===== src/rtl/rc5_pkg.sv =====
// rtl/rc5_pkg.sv - shared RC5 constants and key-expansion state type
package rc5_pkg;

   localparam int W        = 32;
   localparam int R        = 12;
   localparam int T        = 2 * (R + 1);
   localparam int T_LENGTH = $clog2(T);

   localparam logic [W-1:0] P32 = 32'hB7E15163;
   localparam logic [W-1:0] Q32 = 32'h9E3779B9;

   typedef enum logic {
      RUN  = 1'b0,
      DONE = 1'b1
   } state_t;

endpackage


===== src/rtl/rc5_s_array_init_if.sv =====
// rtl/rc5_s_array_init_if.sv - S memory write port between the initialiser and the array owner
interface rc5_s_array_init_if
   import rc5_pkg::*;
#(
   parameter int w        = W,
   parameter int t_length = T_LENGTH
);

   logic [w-1:0]        S_sub_i;
   logic [w-1:0]        S_sub_i_prima;
   logic [t_length-1:0] S_address;
   logic                S_we;
   logic                done;

   // master is the initialiser, slave is the memory owner
   modport master (
      input  S_sub_i,
      output S_sub_i_prima,
      output S_address,
      output S_we,
      output done
   );

   modport slave (
      output S_sub_i,
      input  S_sub_i_prima,
      input  S_address,
      input  S_we,
      input  done
   );

endinterface


===== src/rtl/rc5_addr_counter.sv =====
// rtl/rc5_addr_counter.sv - saturating up-counter from start to t-1 with terminal-count flag
module rc5_addr_counter
   import rc5_pkg::*;
#(
   parameter int t        = T,
   parameter int t_length = T_LENGTH,
   parameter int start    = 1
) (
   input  logic                clk,
   input  logic                rst_n,
   input  logic                en,
   output logic [t_length-1:0] count,
   output logic                tc
);

   localparam logic [t_length-1:0] FIRST = t_length'(start);
   localparam logic [t_length-1:0] LAST  = t_length'(t - 1);

   // saturation on tc keeps the count inside 0..t-1 when t is not a power of two
   assign tc = (count == LAST);

   always_ff @(posedge clk or negedge rst_n) begin
      if (!rst_n) begin
         count <= FIRST;
      end else if (en && !tc) begin
         count <= count + 1'b1;
      end
   end

endmodule


===== src/rtl/rc5_s_array_init.sv =====
// rtl/rc5_s_array_init.sv - fills RC5 S array with the Pw/Qw progression; RC5_S_SEED_EN also writes S[0]
module rc5_s_array_init
   import rc5_pkg::*;
#(
   parameter int           w        = W,
   parameter int           t        = T,
   parameter int           t_length = T_LENGTH,
   parameter logic [w-1:0] qW       = Q32,
   parameter logic [w-1:0] pW       = P32
) (
   input  logic              clk1,
   input  logic              rst,
   rc5_s_array_init_if.master s_if
);

`ifdef RC5_S_SEED_EN
   localparam int ADDR_START = 0;
`else
   localparam int ADDR_START = 1;
`endif

   state_t              state;
   state_t              state_next;
   logic                s_we;
   logic                s_we_next;
   logic                done_r;
   logic                done_next;
   logic                cnt_en;
   logic                last_addr;
   logic [t_length-1:0] addr;

   rc5_addr_counter #(
      .t        (t),
      .t_length (t_length),
      .start    (ADDR_START)
   ) u_addr_counter (
      .clk   (clk1),
      .rst_n (rst),
      .en    (cnt_en),
      .count (addr),
      .tc    (last_addr)
   );

   // the address only moves on edges that actually perform a write
   assign cnt_en = s_we && (state == RUN);

   always_ff @(posedge clk1 or negedge rst) begin
      if (!rst) begin
         state  <= RUN;
         s_we   <= 1'b0;
         done_r <= 1'b0;
      end else begin
         state  <= state_next;
         s_we   <= s_we_next;
         done_r <= done_next;
      end
   end

   always_comb begin
      state_next = state;
      case (state)
         RUN:     if (s_we && last_addr) state_next = DONE;
         DONE:    state_next = DONE;
         default: state_next = RUN;
      endcase
      s_we_next = (state_next == RUN);
      done_next = (state_next == DONE);
   end

`ifdef RC5_S_SEED_EN
   assign s_if.S_sub_i_prima = (addr == '0) ? pW : s_if.S_sub_i + qW;
`else
   // pW only matters when the block seeds S[0] itself
   logic [w-1:0] unused_pw;
   assign unused_pw          = pW;
   assign s_if.S_sub_i_prima = s_if.S_sub_i + qW;
`endif

   assign s_if.S_address = addr;
   assign s_if.S_we      = s_we;
   assign s_if.done      = done_r;

endmodule


===== src/flat_wrapper.sv =====
// flat-port wrapper written by rule: the top's interface ports become plain ports
module rc5_s_array_init_flat import rc5_pkg::*;
#(
   parameter int           w        = W,
   parameter int           t        = T,
   parameter int           t_length = T_LENGTH,
   parameter logic [w-1:0] qW       = Q32,
   parameter logic [w-1:0] pW       = P32
)
  (clk1, rst, s_if_S_sub_i, s_if_S_sub_i_prima, s_if_S_address, s_if_S_we, s_if_done);
  rc5_s_array_init_if #(.w(w), .t_length(t_length)) s_if_i ();
  input  logic clk1;
  input  logic rst;
  input wire logic [$bits(s_if_i.S_sub_i)-1:0] s_if_S_sub_i;
  output wire logic [$bits(s_if_i.S_sub_i_prima)-1:0] s_if_S_sub_i_prima;
  output wire logic [$bits(s_if_i.S_address)-1:0] s_if_S_address;
  output wire logic [$bits(s_if_i.S_we)-1:0] s_if_S_we;
  output wire logic [$bits(s_if_i.done)-1:0] s_if_done;
  assign s_if_i.S_sub_i = s_if_S_sub_i;
  assign s_if_S_sub_i_prima = s_if_i.S_sub_i_prima;
  assign s_if_S_address = s_if_i.S_address;
  assign s_if_S_we = s_if_i.S_we;
  assign s_if_done = s_if_i.done;
  rc5_s_array_init #(.w(w), .t(t), .t_length(t_length), .qW(qW), .pW(pW)) u_core (.clk1(clk1), .rst(rst), .s_if(s_if_i));
endmodule

===== config.mk =====
export PLATFORM = sky130hd
export DESIGN_NAME = rc5_s_array_init_flat
export DESIGN_NICKNAME = d
export VERILOG_FILES = /design/src/rtl/rc5_pkg.sv /design/src/rtl/rc5_s_array_init_if.sv /design/src/rtl/rc5_addr_counter.sv /design/src/rtl/rc5_s_array_init.sv /design/src/flat_wrapper.sv
export SDC_FILE = /design/constraint.sdc
export NUM_CORES = 1
export LEC_CHECK = 0
export ABC_AREA = 1
export CORE_UTILIZATION = 39
export DETAILED_ROUTE_END_ITERATION = 10
export GPL_ROUTABILITY_DRIVEN = 0
export GPL_TIMING_DRIVEN = 0
export HOLD_SLACK_MARGIN = 0.1
export MAX_ROUTING_LAYER = met4
export PLACE_DENSITY_LB_ADDON = 0.25
export SLEW_MARGIN = 20
export SYNTH_ARGS = -nofsm -noshare
export SYNTH_HDL_FRONTEND = slang
export SYNTH_SLANG_ARGS = --single-unit
export TNS_END_PERCENT = 10

===== constraint.sdc =====
create_clock -name clk1 -period 1.27 [get_ports clk1]
set_input_delay 0.254 -clock clk1 [delete_from_list [all_inputs] [get_ports clk1]]
set_output_delay 0.254 -clock clk1 [all_outputs]
set_load 0.005 [all_outputs]

# --- Yosys cells after proc, flatten, opt, wreduce, memory -nomap -nowiden ---
# Index checks and enable logic that the tools add are counted.
word_totals:
  ff_bits: 7
  in_bits: 34
  output_inout_bits: 39
  word_cells: 14
classes:
  add_sub_neg: 2
  eq_ne: 1
  n_mux: 2
  n_bitwise: 2
  n_reduce_logical: 4
op_table:
  columns: ["operator", "count"]
  rows:
  - ["$add A32 B32 Y32 const B", 1]
  - ["$add A5 B1 Y5 const B", 1]
  - ["$eq A5 B5 Y1 const B", 1]
  - ["$logic_and A1 B1 Y1", 3]
  - ["$not A1 Y1", 2]
  - ["$pmux W1 S2", 1]
  - ["$logic_not A1 Y1", 1]
  - ["$mux W1", 1]

# --- Logic depth before layout (Yosys ltp) ---
logic_depth:
  word_depth: 5
  depth_mapped: 11
  ltp_nobuf: 10

# --- Modules after synthesis ---
# Synthesis repeated with hierarchy kept, for this count alone.
hier_totals:
  hier_cells: 336
  area_unflattened_um2: 1657.8
modules_own_cells:
  columns: ["mod", "n_inst", "cells_each", "area_each_um2", "seq_area_each_um2"]
  rows:
  - ["rc5_s_array_init", 1, 301, 1378.8, 50.0]
  - ["rc5_addr_counter", 1, 35, 279.0, 126.4]

# --- Worst setup path before layout ---
# No wires, ideal clock.
synth_path:
  path_type: "register to register"
  start: "register u_core.u_addr_counter.count[0]"
  end: "register u_core.u_addr_counter.count[3]"
  setup_time_ns: 0.125
  arrival_time_ns: 1.267
  required_ns: 1.145
  path_slack_ns: -0.122
  path_stages_with_launch: 5
  n_path_buf: 0
  synth_period_minus_slack_ns: 1.392
  path_cell_list: "dfstp_2 -> ha_1 -> nand3_1 -> nand3_1 -> mux2_2"
synth_between:
  elab_chain_len: 3
  elab_cells_between_ends: 4
  cone_classes: "add/sub (1); eq/ne (1); reduce/logical (2)"
synth_lines:
  columns: ["item", "line", "rtl"]
  rows:
  - ["start, declared", "rc5_addr_counter.sv:12", "output logic [t_length-1:0] count,"]
  - ["start signal, assigned", "rc5_addr_counter.sv:26", "count <= count + 1'b1;"]
  - ["branches (longest 3 deep; another with $add A5 B1 Y5)", null, null]
# Parallel ways; which one is timed is not known.
# A chain may end at the register's enable or synchronous reset.

# --- Worst setup path in the final report ---
layout_path:
  start: "input s_if_S_sub_i[8]"
  end: "output s_if_S_sub_i_prima[30]"
layout_between:
  elab_chain_len: 1
layout_lines:
  columns: ["item", "line", "rtl"]
  rows:
  - ["start, declared", "flat_wrapper.sv:14", "input wire logic [$bits(s_if_i.S_sub_i)-1:0] s_if_S_sub_i;"]
  - ["$add A32 B32 Y32", "rc5_s_array_init.sv:76", "assign s_if.S_sub_i_prima = s_if.S_sub_i + qW;"]
  - ["end, declared", "flat_wrapper.sv:15", "output wire logic [$bits(s_if_i.S_sub_i_prima)-1:0] s_if_S_sub_i_prima;"]
# No other way between the ends.

==> summary.txt <==
status = finished with violations
failing checks = negative setup slack
number of buffers created by CTS = 3
commonest non-fill, non-tap cell in the layout = nand2_1
Initial Utilization = 41.2%
GRT Total Usage = 34.9%
Final WS setup = -0.522 ns
crit end category = output pin
Die W = 67.7 um
Int Power = 881 uW
largest net degree at the start of global routing = 9
Synth Instances = 328
clock skew = 0.000469 ns
RSZ-0062 raised after global routing = true
max-slew violation count = 0
GR Overflow Total = 0
Die Y = 67.7 um
Power Total = 1.51 mW
final antenna diode count = 0
Req. time, crit path = 1.02 ns
syn_area_per_cell = 5.14 sq um
final net count = 504
hpwl dp = 4.09 mm
share of layout cells above drive strength 1 = 56.9%
final setup violating endpoints = 29
Sw Pwr = 625 uW
vias in the first global route = 2694
die area = 4590 sq um
drt pass-1 iters = 8
Startpoint Class = primary input
CP max stage cell = nor3_2
most frequent cells in the layout = nand2_1, buf_4, inv_1
Setup crit end = s_if_S_sub_i_prima[30]
CP Cell Sequence = buf_12, nor2_4, buf_6, nor2_2, nor3_2, nand2_4, nand2_2, nand2_2, nand2_1, nand2_1, buf_2
Post-DRT Antenna Nets = 0
CTS tree = done
CTS root buffer = clkbuf_8
CP max FO = 3
num rows = 23
hold_buf cts = 0
Core Footprint = 4090 sq um
Max VDD drop = 0.527 mV
Max Cap Viol = 0
Pwr Density = 433 nW/um^2
Clock Latency Late Sink = 0.23 ns
DRC viols = 0
R2R depth = 4
Reg-to-Reg End = u_core.u_addr_counter.count[3]
synth warn = 0
Worst-path clk slew = 0.04 ns
Final Hold Fails = 0
WS Path Type = primary input to output pin
Hold Slack = 0.295 ns
maximum clock rate = 0.558 GHz
Vias/cell = 5.54
Seq/Total Area, Yosys = 10.5%
crit path DAT = 1.54 ns
Worst R2R Start = u_core.u_addr_counter.count[0]
initial DRC count = 302
crit share post-route = 141%
via count = 2857
FF-to-FF setup slack = -0.09 ns
initial antenna violation count = 0
Static Leak = 1.80 nW
H-tree levels = 1
crit path time final = 1.79 ns
clock sinks = 7
WL per Instance = 16.7 um
Combinational Power Share = 64.0%
input/output buffers = 71
Switching Share = 41.5%
Critical Path Max Stage Delay = 0.22 ns
first-pass GRT wire length = 11.9 mm
worst min-delay path category = primary input to asynchronous set/reset pin
Area growth syn-to-layout = 107%
max_slew headroom = 77.6%
Post-Route WL = 8.62 mm
worst slew pin tran = 0.335 ns
Seq pwr share = 14.9%
Syn Nets = 365
Synth Cell Area = 1690 sq um
clk buf depth = 2
clock share of power = 21.2%
IO Pins = 73
Yosys reg bits = 7
Worst setup startpoint = s_if_S_sub_i[8]
Yosys cell types = 26
-- what timing repair did --
action / 4_1_cts / 5_1_grt
pin swaps: 75 / 48
endpoints found under the setup margin: 42 / 31
setup buffers: 50 / 12
gates resized for setup: 375 / 76
gates cloned: 1 / 0
-- worst min-delay path by stage --
stage,end,slack [ns]
6_report,u_core.u_addr_counter.count[3],0.30
5_1_grt,u_core.u_addr_counter.count[3],0.32
4_1_cts,u_core.u_addr_counter.count[3],0.30
3_5_place_dp,u_core.u_addr_counter.count[0],0.53
3_3_place_gp,u_core.state,0.52
2_1_floorplan,u_core.s_if.S_we,-0.04
-- cell usage after synthesis (all sizes together) --
cell	instances	area [sq um]
o21ai	4	20.0
inv	53	199
and2	5	33.8
xnor2	2	17.5
nand2	138	528
nor2	45	224
nand3	37	185
ha	3	37.5
a21oi	7	35.0
or2	2	12.5
dfrtp	6	150
dfstp	1	26.3
xor2	14	123
nor3	2	15.0
nand4	4	25.0
mux2	1	11.3
nand3b	2	27.5
buf	2	15.0
-- layout make-up --
class	count	area, sq um
buffer	2	22.5
clock buffer	4	45.0
fill	217	604
inverter	53	211
multi-input combinational	266	1900
sequential	7	176
tap	50	62.6
timing repair buffer	134	1070
-- logic make-up (layout without fill, tap and decap cells) --
| family | Yosys count | after routing | synth area share (%) |
|---|---|---|---|
| multiplexers | 1 | 1 | 0.668 |
| XOR/XNOR | 16 | 16 | 8.32 |
| adder cells (fa/ha/maj) | 3 | 3 | 2.23 |
| buffers and inverters | 55 | 193 | 12.7 |
| AND/OR/NAND/NOR | 235 | 235 | 62.4 |
| flip-flops | 7 | 7 | 10.5 |
| AO/OA/AOI/OAI | 11 | 11 | 3.27 |
-- sequential cells by signal, indices dropped and copies added (netlist names) --
signal and cells:
u_core.state 1, u_core.u_addr_counter.count 5, u_core.s_if.S_we 1
-- per-layer routing --
metal	routed length [um]	vias to the layer above	global-route usage, %
li1	-	1280	-
met3	644	77	4.22
met1	3030	1309	35.1
met5	0	-	-
met4	561	0	22.1
met2	4380	191	63.1
-- stage by stage --
step	TNS [ns]	setup WS [ns]	utilization, %	cells	instance area (sq um)
floorplan	-0.0901	-0.0289	-	328	1730
global placement	-31.90	-1.18	61.3	449	2500
detailed placement	-32.21	-1.17	61.3	449	2500
CTS	-7.67	-0.364	77.7	504	3180
global route	-10.71	-0.565	85.2	516	3480
finish	-8.76	-0.522	85.2	516	3480
-- worst max-delay path, delay by kind of cell --
kind / cells / cell delay (ns)
simple gates: 8 / 0.90
buf+inv: 3 / 0.38
-- power by group through the flow --
stage | clock [mW] | sequential (mW) | combinational, mW
after floorplan | 0 | 0.227 | 0.290
after global placement | 0 | 0.227 | 0.663
after detailed placement | 0 | 0.227 | 0.668
after CTS | 0.325 | 0.224 | 0.799
after global routing | 0.332 | 0.224 | 1.02
final | 0.319 | 0.224 | 0.964
Power figures use the tool's default switching activity.
